<file path="config.mk">
export PLATFORM = sky130hd
export DESIGN_NAME = scs8hd_edf_bank_loader
export DESIGN_NICKNAME = d
export VERILOG_FILES = /design/src/rtl/scs8hd_edf_bank_loader.sv
export SDC_FILE = /design/constraint.sdc
export NUM_CORES = 1
export LEC_CHECK = 0
export ABC_AREA = 1
export CORE_MARGIN = 2
export CORE_UTILIZATION = 50
export CTS_BUF_LIST = sky130_fd_sc_hd__clkbuf_8
export CTS_CLUSTER_DIAMETER = 120
export DETAILED_ROUTE_END_ITERATION = 10
export DONT_BUFFER_PORTS = 1
export GPL_ROUTABILITY_DRIVEN = 0
export PLACE_DENSITY = 0.75
export SYNTH_ARGS = -nofsm -noshare
export SYNTH_HDL_FRONTEND = slang
export SYNTH_SLANG_ARGS = --single-unit
</file>
<file path="constraint.sdc">
create_clock -name CLK -period 1.8 [get_ports CLK]
set_input_delay 0.27 -clock CLK [delete_from_list [all_inputs] [get_ports CLK]]
set_output_delay 0.27 -clock CLK [all_outputs]
set_load 0.02 [all_outputs]
</file>
<file path="src/rtl/scs8hd_edf_bank_loader.sv">
// Serial-to-parallel write controller for a bank of scs8hd_edfxtp_1 enable flops.
// Collects a WIDTH-bit word LSB first, then drives D and pulses one DE line for a cycle.
module scs8hd_edf_bank_loader #(
   parameter int WIDTH  = 8,
   parameter int NWORDS = 4,
   parameter int ADDR_W = 2
) (
   input  logic              CLK,
   input  logic              RESET,
   input  logic              START,
   input  logic [ADDR_W-1:0] ADDR,
   input  logic              SDI,
   input  logic              SVALID,
   input  logic              ERR_CLR,
   output logic [WIDTH-1:0]  D,
   output logic [NWORDS-1:0] DE,
   output logic              BUSY,
   output logic              DONE,
   output logic              ERR
);

   localparam int                CNT_W = $clog2(WIDTH + 1);
   localparam logic [CNT_W-1:0]  LAST  = CNT_W'(WIDTH - 1);
   localparam logic [ADDR_W:0]   NW    = (ADDR_W + 1)'(NWORDS);

   typedef enum logic [1:0] {IDLE, SHIFT, COMMIT} state_t;

   state_t              state_q;
   logic [ADDR_W-1:0]   addr_q;
   logic [CNT_W-1:0]    cnt_q;
   logic [CNT_W-1:0]    cnt_d;
   logic [WIDTH-1:0]    sh_q;
   logic [WIDTH-1:0]    sh_d;
   logic [WIDTH-1:0]    d_q;
   logic [NWORDS-1:0]   de_q;
   logic                busy_q;
   logic                done_q;
   logic                err_q;
   logic                err_d;
   logic                addr_ok;

   // Right shift with new bit at MSB: after WIDTH bits the first one sits at bit 0.
   assign sh_d    = {SDI, sh_q[WIDTH-1:1]};
   assign cnt_d   = cnt_q + CNT_W'(1);
   assign addr_ok = ({1'b0, ADDR} < NW);

   always_comb begin
      err_d = err_q & ~ERR_CLR;
      if ((state_q == IDLE && START && !addr_ok) || (state_q == SHIFT && START))
         err_d = 1'b1;
   end

   always_ff @(posedge CLK) begin
      if (RESET) begin
         state_q <= IDLE;
         addr_q  <= '0;
         cnt_q   <= '0;
         sh_q    <= '0;
         d_q     <= '0;
         de_q    <= '0;
         busy_q  <= 1'b0;
         done_q  <= 1'b0;
         err_q   <= 1'b0;
      end else begin
         err_q <= err_d;
         case (state_q)
            IDLE: begin
               if (START && addr_ok) begin
                  addr_q  <= ADDR;
                  cnt_q   <= '0;
                  busy_q  <= 1'b1;
                  state_q <= SHIFT;
               end
            end
            SHIFT: begin
               // An abort wins over a completing bit on the same edge.
               if (START) begin
                  busy_q  <= 1'b0;
                  state_q <= IDLE;
               end else if (SVALID) begin
                  sh_q  <= sh_d;
                  cnt_q <= cnt_d;
                  if (cnt_q == LAST) begin
                     d_q     <= sh_d;
                     de_q    <= NWORDS'(1) << addr_q;
                     done_q  <= 1'b1;
                     state_q <= COMMIT;
                  end
               end
            end
            COMMIT: begin
               de_q    <= '0;
               done_q  <= 1'b0;
               busy_q  <= 1'b0;
               state_q <= IDLE;
            end
            default: state_q <= IDLE;
         endcase
      end
   end

   assign D    = d_q;
   assign DE   = de_q;
   assign BUSY = busy_q;
   assign DONE = done_q;
   assign ERR  = err_q;

endmodule

</file>
==> results.toml <==
[drt]
drtIter0Drc = 51
ant_nets = 0
drc_errors = 0
wl_microns = 2749
vias_per_cell = 5.258
wl_per_cell_microns = 11.80
dr_total_vias = 1225
first_pass_iters = 6

[pwr]
power_frac_clock_pct = 41.7
combPwrFrac_pct = 11.9
total_power_mw = 1.590
p_int_mw = 1.166
switching_share_pct = 26.65
leakagePower_nw = 0.6418
powerDensity_mw_per_mm2 = 1058
ir_worst_vdd_mv = 0.7103
p_seq_share_pct = 46.4
power_switching_uw = 423.7

[clock_tree]
numCtsBuffers = 5
clkTransAtPathRegs_ns = 0.07
holdBufCountCts = 0
cts.repair.resized = 0
cts_max_level = 2
max-clock-path-buffers = 2
cts_tree = "built"
root_buffer = "clkbuf_8"
cts_setup_buffers = 0
clk_latency_ns = 0.28
clock_sinks = 30

[timing]
relSlewSlack_pct = 73.30
period_needed_ns = 1.633
setup_viol = 0
hold_viol = 0
worst_slack_ns = 0.1673
tns_ns = 0
rsz0062_at_grt = "no"
period_share_pct = 90.71
max_freq_ghz = 0.6125
tightestPinTransition_ns = 0.4000
slew_violations = 0
clock_skew_ns = 0.005003

[worst_setup_path]
worstPathRequired_ns = 1.97
crit_path_start_kind = "flop"
arrival_ns = 1.80
worst_setup_path_end_kind = "flop"
crit_type = "flop to flop"
worstPathMaxFanout = 5

[grt]
grt_pass1_vias = 1110
overflow = 0
track_usage_pct = 19.05
grt_first_pass_wirelength_microns = 4740
antenna_found_initial = 0
grt_max_degree = 17

[final_layout]
finalNetCount = 216
drive_gt1_share_pct = 7.389
synthToLayoutAreaGrowth_pct = 9.881
antenna_cells = 0

[logic_synthesis]
yosysMostFrequentCell = "nand2_1"
synthTopCellsByArea = "dfxtp_1 (44%), nand2_1 (13%), nor2_1 (10%)"
synth_top_cells_by_count = "nand2_1 (46), nor2_1 (37), dfxtp_1 (30), nand3_1 (22), inv_1 (19)"
synth_warnings = 0
synth_edf_count = 0
synth_cell_types = 15
syn_avg_cell_area_sq_um = 6.942
synth_top_flop_cell = "dfxtp_1"
ys_seq_area_share_pct = 43.92
async_reset_ff_share_pct = 0
synth_fp_nets = 211
synth_top_area_cell = "dfxtp_1"
synth-seq-cells = 30
synth_top_area_share_pct = 43.92
syn_area_sq_mm = 0.001368
syn-instance-count = 197

[placed_design]
preCtsSetupSlack_ns = 0.1884
hpwl_microns = 2044
portBuffers = 0

[die]
pin_count = 23
core_sq_mm = 0.002545
die_area_sq_mm = 0.003170
die_w_microns = 56.30
die_h_microns = 56.30
fp-row-count = 18
initial_utilization_pct = 53.74

[status]
outcome = "completed"

[job]
max_cap_violations = 0

[min_path]
hold_class = "input pin to flop"
## cells in the final DEF (no fill, tap or decap), types with 2 or more instances in the layout
cell,synthesis,layout
a21oi_1,15,15
clkbuf_8,0,5
clkinv_2,0,2
dfxtp_1,30,30
ha_1,6,6
inv_1,19,19
nand2_1,46,46
nand3_1,22,22
nor2_1,37,37
nor2_2,2,2
o21ai_0,13,13
## sequential cells by signal (all words and copies together) (netlist names)
name / flops
D: 8
state_q: 2
addr_q: 2
DE: 4
ERR: 1
sh_q: 7
cnt_q: 4
DONE: 1
BUSY: 1
## critical path: stages, from the launching register on
cell	delay, ns
dfxtp_1	0.38
inv_1	0.11
ha_1	0.23
nand2_1	0.15
inv_1	0.06
nor2_1	0.14
nand2_1	0.13
o21ai_0	0.24
nor2_1	0.07
## area by class of cell
| cell class | count | area (sq um) |
|---|---|---|
| Clock inverter | 3 | 40.04 |
| Timing Repair Buffer | 1 | 7.507 |
| Clock buffer | 5 | 68.82 |
| Fill cell | 247 | 1042 |
| Sequential cell | 30 | 600.6 |
| Inverter | 20 | 75.07 |
| Tap cell | 30 | 37.54 |
| Multi-Input combinational cell | 144 | 673.1 |
## power groups by stage
stage	Combinational, mW	Clock, mW	Sequential, mW
2_1_floorplan	0.159	0	0.747
3_3_place_gp	0.177	0	0.751
3_5_place_dp	0.187	0	0.753
4_1_cts	0.188	0.675	0.738
5_1_grt	0.220	0.701	0.742
6_report	0.189	0.664	0.738
## routing by layer
metal	vias up	track usage, %	wire length (microns)
met5	-	0	0
met4	0	7.143	25
met3	4	6.221	188
met2	37	32.10	1354
met1	553	22.48	1181
li1	631	-	-
## final timing paths
| path | from | to | slack [ns] | depth (start not counted) |
|---|---|---|---|---|
| max | state_q[1]$_SDFFE_PP0P_ | cnt_q[1]$_SDFFE_PP0P_ | 0.17 | 8 |
| min | RESET | sh_q[6]$_SDFFE_PP0P_ | 0.05 | 1 |
| max reg2reg | state_q[1]$_SDFFE_PP0P_ | cnt_q[1]$_SDFFE_PP0P_ | 0.17 | 8 |
| min reg2reg | sh_q[1]$_SDFFE_PP0P_ | sh_q[1]$_SDFFE_PP0P_ | 0.46 | 2 |
## through the flow
step | hold WS (ns) | std cells | utilization (%) | cell area (sq um)
final | 0.04846 | 233 | 59.05 | 1503
after CTS | 0.04379 | 233 | 59.05 | 1503
after floorplan | 0.3391 | 197 | - | 1368
after detailed placement | 0.3429 | 225 | 54.77 | 1394
after global routing | 0.04435 | 233 | 59.05 | 1503
after global placement | 0.3421 | 225 | 54.77 | 1394
## cells by family (layout without fill, tap and decap cells)
logic type / Yosys count / in the layout / share of synthesized area (%)
simple gates: 110 / 110 / 33.49
compound gates: 28 / 28 / 10.25
buf+inv: 23 / 29 / 6.862
flops: 30 / 30 / 43.92
fa+ha+maj: 6 / 6 / 5.489
Note: power is estimated with default switching activity, not from simulation.
